`src/rtl/ro_freq_meter_if.sv`:
```
// Wishbone slave bundle for the ring-oscillator frequency meter.
// The management SoC acts as master; ro_freq_meter uses the slave view.
interface ro_freq_meter_if;
    logic        wbs_stb_i;
    logic        wbs_cyc_i;
    logic        wbs_we_i;
    logic [3:0]  wbs_sel_i;
    logic [31:0] wbs_adr_i;
    logic [31:0] wbs_dat_i;
    logic        wbs_ack_o;
    logic [31:0] wbs_dat_o;

    modport master (
        output wbs_stb_i, wbs_cyc_i, wbs_we_i, wbs_sel_i, wbs_adr_i, wbs_dat_i,
        input  wbs_ack_o, wbs_dat_o
    );

    modport slave (
        input  wbs_stb_i, wbs_cyc_i, wbs_we_i, wbs_sel_i, wbs_adr_i, wbs_dat_i,
        output wbs_ack_o, wbs_dat_o
    );
endinterface

```
`src/rtl/ro_freq_meter.sv`:
```
// Wishbone-controlled frequency meter: selects a ring oscillator, enables it,
// counts rising edges of the muxed output over a programmable window.
module ro_freq_meter #(
    parameter logic [31:0] BASE_ADDR     = 32'h3000_0000,
    parameter int          COUNT_WIDTH   = 32,
    parameter int          SETTLE_CYCLES = 16,
    parameter logic [31:0] WINDOW_RESET  = 32'd1024
) (
    input  logic           wb_clk_i,
    input  logic           wb_rst_i,
    ro_freq_meter_if.slave wbs,
    input  logic           osc_i,
    output logic [3:0]     sel_o,
    output logic           ro_start_o,
    output logic           irq_o
);

    localparam int SETTLE_W = $clog2(SETTLE_CYCLES);
    localparam logic [SETTLE_W-1:0] SETTLE_LAST = SETTLE_W'(SETTLE_CYCLES - 1);

    typedef enum logic [1:0] {
        S_IDLE,
        S_ARM,
        S_MEASURE,
        S_DONE
    } state_t;

    state_t                 state_q, state_d;
    logic [SETTLE_W-1:0]    settleCnt_q, settleCnt_d;
    logic [31:0]            windowCnt_q, windowCnt_d;
    logic [COUNT_WIDTH-1:0] edgeCnt_q, edgeCnt_d;
    logic [COUNT_WIDTH-1:0] count_q, count_d;
    logic                   done_q, done_d;
    logic                   ovf_q, ovf_d;

    logic                   cont_q;
    logic [3:0]             ctrlSel_q;
    logic [31:0]            window_q;

    logic                   ack_q;
    logic                   reqWe_q;
    logic [1:0]             reqOff_q;
    logic [3:0]             reqSel_q;
    logic [31:0]            reqDat_q;

    logic                   oscMeta_q, oscSync_q, oscHist_q;
    logic                   rise;

    logic                   addrMatch, hit;
    logic                   wrEn, wrCtrl, wrWindow, wrStatus;
    logic                   startCmd, abortCmd;
    logic [31:0]            readData;
    logic [31:0]            windowLoad;
    logic                   edgeFull;
    logic [COUNT_WIDTH-1:0] edgeFinal;
    logic                   unusedAdrBits;

    assign unusedAdrBits = ^wbs.wbs_adr_i[1:0];

    // osc_i is asynchronous: two flops for metastability, one more for edge history.
    always_ff @(posedge wb_clk_i) begin
        if (wb_rst_i) begin
            oscMeta_q <= 1'b0;
            oscSync_q <= 1'b0;
            oscHist_q <= 1'b0;
        end else begin
            oscMeta_q <= osc_i;
            oscSync_q <= oscMeta_q;
            oscHist_q <= oscSync_q;
        end
    end

    assign rise = oscSync_q & ~oscHist_q;

    assign addrMatch = (wbs.wbs_adr_i[31:4] == BASE_ADDR[31:4]);
    assign hit       = wbs.wbs_stb_i & wbs.wbs_cyc_i & addrMatch & ~ack_q;

    // The request is captured on the hit and acted on during the ack cycle,
    // so write side effects and ack happen together.
    always_ff @(posedge wb_clk_i) begin
        if (wb_rst_i) begin
            ack_q    <= 1'b0;
            reqWe_q  <= 1'b0;
            reqOff_q <= 2'd0;
            reqSel_q <= 4'd0;
            reqDat_q <= 32'd0;
        end else begin
            ack_q <= hit;
            if (hit) begin
                reqWe_q  <= wbs.wbs_we_i;
                reqOff_q <= wbs.wbs_adr_i[3:2];
                reqSel_q <= wbs.wbs_sel_i;
                reqDat_q <= wbs.wbs_dat_i;
            end
        end
    end

    assign wrEn     = ack_q & reqWe_q;
    assign wrCtrl   = wrEn & (reqOff_q == 2'd0) & reqSel_q[0];
    assign wrWindow = wrEn & (reqOff_q == 2'd1);
    assign wrStatus = wrEn & (reqOff_q == 2'd3) & reqSel_q[0];
    assign startCmd = wrCtrl & reqDat_q[0];
    assign abortCmd = wrCtrl & reqDat_q[2];

    always_comb begin
        readData = 32'd0;
        case (reqOff_q)
            2'd0:    readData = {24'd0, ctrlSel_q, 2'b00, cont_q, 1'b0};
            2'd1:    readData = window_q;
            2'd2:    readData = 32'(count_q);
            default: readData = {29'd0, ovf_q, done_q, ro_start_o};
        endcase
    end

    assign wbs.wbs_ack_o = ack_q;
    assign wbs.wbs_dat_o = ack_q ? readData : 32'd0;

    // SEL may only change while idle so a running measurement keeps its oscillator.
    always_ff @(posedge wb_clk_i) begin
        if (wb_rst_i) begin
            cont_q    <= 1'b0;
            ctrlSel_q <= 4'd0;
            window_q  <= WINDOW_RESET;
        end else begin
            if (wrCtrl) begin
                cont_q <= reqDat_q[1];
                if (state_q == S_IDLE) begin
                    ctrlSel_q <= reqDat_q[7:4];
                end
            end
            if (wrWindow) begin
                for (int b = 0; b < 4; b++) begin
                    if (reqSel_q[b]) begin
                        window_q[8*b +: 8] <= reqDat_q[8*b +: 8];
                    end
                end
            end
        end
    end

    assign windowLoad = (window_q == 32'd0) ? 32'd1 : window_q;
    assign edgeFull   = &edgeCnt_q;
    assign edgeFinal  = (rise && !edgeFull) ? edgeCnt_q + 1'b1 : edgeCnt_q;

    // Status clears are applied first so a hardware set in the same cycle wins.
    always_comb begin
        state_d     = state_q;
        settleCnt_d = settleCnt_q;
        windowCnt_d = windowCnt_q;
        edgeCnt_d   = edgeCnt_q;
        count_d     = count_q;
        done_d      = done_q;
        ovf_d       = ovf_q;

        if (wrStatus) begin
            if (reqDat_q[1]) done_d = 1'b0;
            if (reqDat_q[2]) ovf_d  = 1'b0;
        end

        if (abortCmd) begin
            state_d = S_IDLE;
        end else begin
            case (state_q)
                S_IDLE: begin
                    if (startCmd) begin
                        state_d     = S_ARM;
                        settleCnt_d = '0;
                        done_d      = 1'b0;
                    end
                end
                S_ARM: begin
                    if (settleCnt_q == SETTLE_LAST) begin
                        state_d     = S_MEASURE;
                        windowCnt_d = windowLoad;
                        edgeCnt_d   = '0;
                    end else begin
                        settleCnt_d = settleCnt_q + 1'b1;
                    end
                end
                S_MEASURE: begin
                    if (rise) begin
                        if (edgeFull) ovf_d = 1'b1;
                        else          edgeCnt_d = edgeCnt_q + 1'b1;
                    end
                    if (windowCnt_q <= 32'd1) begin
                        state_d = S_DONE;
                    end else begin
                        windowCnt_d = windowCnt_q - 32'd1;
                    end
                end
                S_DONE: begin
                    count_d = edgeFinal;
                    done_d  = 1'b1;
                    if (rise && edgeFull) ovf_d = 1'b1;
                    if (cont_q) begin
                        state_d     = S_MEASURE;
                        windowCnt_d = windowLoad;
                        edgeCnt_d   = '0;
                    end else begin
                        state_d = S_IDLE;
                    end
                end
                default: state_d = S_IDLE;
            endcase
        end
    end

    always_ff @(posedge wb_clk_i) begin
        if (wb_rst_i) begin
            state_q     <= S_IDLE;
            settleCnt_q <= '0;
            windowCnt_q <= 32'd0;
            edgeCnt_q   <= '0;
            count_q     <= '0;
            done_q      <= 1'b0;
            ovf_q       <= 1'b0;
        end else begin
            state_q     <= state_d;
            settleCnt_q <= settleCnt_d;
            windowCnt_q <= windowCnt_d;
            edgeCnt_q   <= edgeCnt_d;
            count_q     <= count_d;
            done_q      <= done_d;
            ovf_q       <= ovf_d;
        end
    end

    assign ro_start_o = (state_q != S_IDLE);
    assign sel_o      = ctrlSel_q;
    assign irq_o      = done_q;

endmodule

```
`src/flat_wrapper.sv`:
```
// flat-port wrapper written by rule: the top's interface ports become plain ports
module ro_freq_meter_flat 
#(
    parameter logic [31:0] BASE_ADDR     = 32'h3000_0000,
    parameter int          COUNT_WIDTH   = 32,
    parameter int          SETTLE_CYCLES = 16,
    parameter logic [31:0] WINDOW_RESET  = 32'd1024
)
  (wb_clk_i, wb_rst_i, osc_i, sel_o, ro_start_o, irq_o, wbs_wbs_stb_i, wbs_wbs_cyc_i, wbs_wbs_we_i, wbs_wbs_sel_i, wbs_wbs_adr_i, wbs_wbs_dat_i, wbs_wbs_ack_o, wbs_wbs_dat_o);
  ro_freq_meter_if wbs_i ();
  input  logic wb_clk_i;
  input  logic wb_rst_i;
  input  logic osc_i;
  output logic [3:0] sel_o;
  output logic ro_start_o;
  output logic irq_o;
  input wire logic [$bits(wbs_i.wbs_stb_i)-1:0] wbs_wbs_stb_i;
  input wire logic [$bits(wbs_i.wbs_cyc_i)-1:0] wbs_wbs_cyc_i;
  input wire logic [$bits(wbs_i.wbs_we_i)-1:0] wbs_wbs_we_i;
  input wire logic [$bits(wbs_i.wbs_sel_i)-1:0] wbs_wbs_sel_i;
  input wire logic [$bits(wbs_i.wbs_adr_i)-1:0] wbs_wbs_adr_i;
  input wire logic [$bits(wbs_i.wbs_dat_i)-1:0] wbs_wbs_dat_i;
  output wire logic [$bits(wbs_i.wbs_ack_o)-1:0] wbs_wbs_ack_o;
  output wire logic [$bits(wbs_i.wbs_dat_o)-1:0] wbs_wbs_dat_o;
  assign wbs_i.wbs_stb_i = wbs_wbs_stb_i;
  assign wbs_i.wbs_cyc_i = wbs_wbs_cyc_i;
  assign wbs_i.wbs_we_i = wbs_wbs_we_i;
  assign wbs_i.wbs_sel_i = wbs_wbs_sel_i;
  assign wbs_i.wbs_adr_i = wbs_wbs_adr_i;
  assign wbs_i.wbs_dat_i = wbs_wbs_dat_i;
  assign wbs_wbs_ack_o = wbs_i.wbs_ack_o;
  assign wbs_wbs_dat_o = wbs_i.wbs_dat_o;
  ro_freq_meter #(.BASE_ADDR(BASE_ADDR), .COUNT_WIDTH(COUNT_WIDTH), .SETTLE_CYCLES(SETTLE_CYCLES), .WINDOW_RESET(WINDOW_RESET)) u_core (.wb_clk_i(wb_clk_i), .wb_rst_i(wb_rst_i), .wbs(wbs_i), .osc_i(osc_i), .sel_o(sel_o), .ro_start_o(ro_start_o), .irq_o(irq_o));
endmodule
```
`config.mk`:
```
export PLATFORM = sky130hd
export DESIGN_NAME = ro_freq_meter_flat
export DESIGN_NICKNAME = d
export VERILOG_FILES = /design/src/rtl/ro_freq_meter_if.sv /design/src/rtl/ro_freq_meter.sv /design/src/flat_wrapper.sv
export SDC_FILE = /design/constraint.sdc
export NUM_CORES = 1
export LEC_CHECK = 0
export CAP_MARGIN = 20
export CORE_AREA = 4 4 135 137
export CTS_CLUSTER_SIZE = 16
export DETAILED_ROUTE_END_ITERATION = 12
export DIE_AREA = 0 0 139 141
export PLACE_DENSITY = 0.79
export RECOVER_POWER = 100
export SYNTH_ARGS = -nofsm -noshare
export SYNTH_HDL_FRONTEND = slang
export SYNTH_SLANG_ARGS = --single-unit
```
`constraint.sdc`:
```
create_clock -name wb_clk_i -period 3.2 [get_ports wb_clk_i]
set_clock_uncertainty 0.05 [all_clocks]
set_input_delay 0.32 -clock wb_clk_i [delete_from_list [all_inputs] [get_ports wb_clk_i]]
set_output_delay 0.32 -clock wb_clk_i [all_outputs]
set_load 0.05 [all_outputs]
```
==> impl_metrics.env <==
export IMPL_power_density_mw_per_mm2=475
export IMPL_power_switching_w=0.00167
export IMPL_cts_root_buf="clkbuf_16"
export IMPL_drv_slew=86
export IMPL_violations="capacitance limit, slew limit"
export IMPL_num_vias=9425
export IMPL_holdCritPathClass="reg2reg"
export IMPL_cts_tree="yes"
export IMPL_synth_async_reset_ratio_pct=0
export IMPL_diodes=0
export IMPL_synth_cells=1184
export IMPL_p_int_w=0.00367
export IMPL_ys_seq_area_share_pct=39.1
export IMPL_pwr_share_clk_pct=41.5
export IMPL_wirelength_mm=28.1
export IMPL_hold_buffers=0
export IMPL_drt_antenna_violating_nets=0
export IMPL_antenna_found_initial=1
export IMPL_fin_setup_tns_ns=0
export IMPL_floorplan_initialDensity_pct=55.3
export IMPL_grt_usage_pct=28.2
export IMPL_ys_seq_elements=184
export IMPL_drt_pass1_iterations=5
export IMPL_die_area_sq_mm=0.0196
export IMPL_required_ns=2.83
export IMPL_vdd_drop_max_mv=0.373
export IMPL_ys_flop_type="dfxtp_1"
export IMPL_grt_pass1_wl_mm=45.2
export IMPL_fin_crit_sh_pct=92.7
export IMPL_dpl_cell_count=1473
export IMPL_die_h_microns=141
export IMPL_fin_cells=1505
export IMPL_vias_per_cell=6.26
export IMPL_p_leak_nw=3.90
export IMPL_crit_type="reg2out"
export IMPL_arrival_ns=2.59
export IMPL_fmax_mhz=337
export IMPL_portBuffers=110
export IMPL_wl_per_cell_microns=18.7
export IMPL_pre_cts_slack_ns=0.450
export IMPL_clk_pin_slew_ns=0.08
export IMPL_syn_area_sq_mm=0.00943
export IMPL_grt_max_degree=86
export IMPL_die_w_microns=139
export IMPL_setup_viol=0
export IMPL_core_area_sq_mm=0.0171
export IMPL_synth_distinct_cells=75
export IMPL_rsz0062_at_grt="no"
export IMPL_status="finished with violations"
export IMPL_path_max_fanout=13
export IMPL_cap_violations=1
export IMPL_cts_sinks=184
export IMPL_layout_min_cycle_time_ns=2.96
export IMPL_place_gp_congestion=0.943
export IMPL_grt_ovfl_total=0
export IMPL_row_count=48
export IMPL_endpoint_kind="output pin"
export IMPL_setup_ws_ns=0.235
export IMPL_comb_power_share_pct=15.1
export IMPL_tightest_slew_ns=1.80
export IMPL_synth_edf_count=0
export IMPL_ff2ff_setup_slack_ns=0.29
export IMPL_dp_hpwl_mm=19.8
export IMPL_critPathLaunchType="flip-flop"
export IMPL_final_common_cell="dfxtp_1"
export IMPL_syn_nets=1266
export IMPL_cts_resized=0
export IMPL_report_final_hold_viol_count=0
export IMPL_layout_common_cells="dfxtp_1 (184), nand2_1 (126), nor2_1 (111)"
export IMPL_drt_initial_drc_count=925
export IMPL_cts_buffers=17
export IMPL_cts_setup_buffers=0
export IMPL_drive_gt1_share_pct=9.45
export IMPL_ios=113
export IMPL_synth_warning_count=0
export IMPL_htreeDepth=4
export IMPL_syn_area_per_cell_sq_um=7.96
export IMPL_clk_latency_ns=0.45
export IMPL_syn2layout_area_growth_pct=19.2
export IMPL_pwr_share_seq_pct=43.4
export IMPL_drc_errors=0
export IMPL_max_slew_margin_pct=-20.0
export IMPL_swShare_pct=31.2
export IMPL_nets=1349
export IMPL_grt_pass1_vias=8646
export IMPL_clk_path_buf_depth=2
==> final cells by class <==
class                      instances  area [sq um]
sequential                       184          3680
timing repair buffer             149          1220
fill                            1422          5820
multi-input combinational        899          5360
inverter                          16          60.1
clock inverter                    15           211
clock buffer                      17           425
tap                              225           282
==> sequential cells by signal, summed over array words and instances (netlist names), 2 cells and up <==
register            flops
u_core.count_q         32
u_core.edgeCnt_q       32
u_core.reqDat_q        32
u_core.reqOff_q         2
u_core.reqSel_q         4
u_core.sel_o            4
u_core.settleCnt_q      4
u_core.state_q          2
u_core.windowCnt_q     32
u_core.window_q        32
==> path summary, 6_finish.rpt <==
kind                                             from  cells past startpoint                                   to
hold reg to reg               u_core.ovf_q$_SDFF_PP0_                      2              u_core.ovf_q$_SDFF_PP0_
hold / removal                u_core.ovf_q$_SDFF_PP0_                      2              u_core.ovf_q$_SDFF_PP0_
setup / recovery      u_core.reqOff_q[0]$_SDFFE_PP0P_                      4                     wbs_wbs_dat_o[1]
setup reg to reg  u_core.windowCnt_q[16]$_SDFFE_PP0P_                      7  u_core.windowCnt_q[31]$_SDFFE_PP0P_
==> critical path, cell delays in order, from the launching register on <==
cell,delay [ns]
dfxtp_1,0.33
clkbuf_1,0.52
mux4_2,0.41
and2_1,0.18
clkdlybuf4s50_1,0.71
==> metrics by stage <==
stage | power, W | cell area (sq um) | util (%) | hold slack [ns]
global placement | 0.00316 | 10700 | 62.9 | 0.387
detailed placement | 0.00317 | 10700 | 62.9 | 0.401
global route | 0.00551 | 11200 | 65.9 | 0.424
finish | 0.00534 | 11200 | 65.9 | 0.418
CTS | 0.00535 | 11400 | 66.7 | 0.249
floorplan | 0.00285 | 9430 | - | 0.364
==> power groups by stage <==
stage,clock network [W],logic (W),registers (W)
final,0.00222,0.000804,0.00232
after global placement,0,0.000790,0.00237
after floorplan,0,0.000479,0.00237
after global routing,0.00232,0.000865,0.00232
after detailed placement,0,0.000800,0.00237
after CTS,0.00223,0.000805,0.00232
==> cell usage after synthesis, drive strengths merged, types with 3 or more instances <==
| cell | number | area [sq um] |
|---|---|---|
| dfxtp | 184 | 3680 |
| nand2 | 127 | 479 |
| nor2 | 113 | 427 |
| a21oi | 101 | 505 |
| clkbuf | 65 | 244 |
| nand3 | 64 | 325 |
| o21ai | 55 | 287 |
| nor3 | 50 | 267 |
| mux2i | 48 | 480 |
| nor2b | 42 | 263 |
| nor4 | 34 | 234 |
| a22oi | 27 | 203 |
| nand4 | 25 | 169 |
| buf | 20 | 97.6 |
| a311oi | 19 | 166 |
| and3 | 19 | 119 |
| or3 | 17 | 106 |
| a211oi | 16 | 120 |
| inv | 16 | 60.1 |
| a21o | 12 | 90.1 |
| xnor2 | 11 | 96.3 |
| a31oi | 9 | 56.3 |
| o32ai | 9 | 86.3 |
| and2 | 8 | 50.1 |
| ha | 8 | 100 |
| xor2 | 8 | 70.1 |
| nand2b | 7 | 43.8 |
| or4 | 7 | 56.3 |
| a211o | 6 | 52.6 |
| a32o | 6 | 60.1 |
| nor3b | 5 | 37.5 |
| o22ai | 5 | 31.3 |
| or2 | 4 | 25.0 |
| mux2 | 3 | 33.8 |
| o211ai | 3 | 22.5 |
| o31ai | 3 | 22.5 |
==> logic make-up after synthesis <==
family          Yosys count  synth area share [%]
fa+ha+maj                 8                  1.06
flops                   184                  39.1
mux                      52                  5.69
simple gates            530                  28.4
compound gates          290                  19.8
buf+inv                 101                  4.26
xor+xnor                 19                  1.76
==> layer usage <==
metal	share of wire [%]	vias up	GRT usage (%)
met5	0	-	0
met4	3.5	0	11.9
met3	9.8	82	7.53
met2	44	457	42.2
met1	43	4375	38.5
li1	-	4511	-
Power figures use the tool's default switching activity.
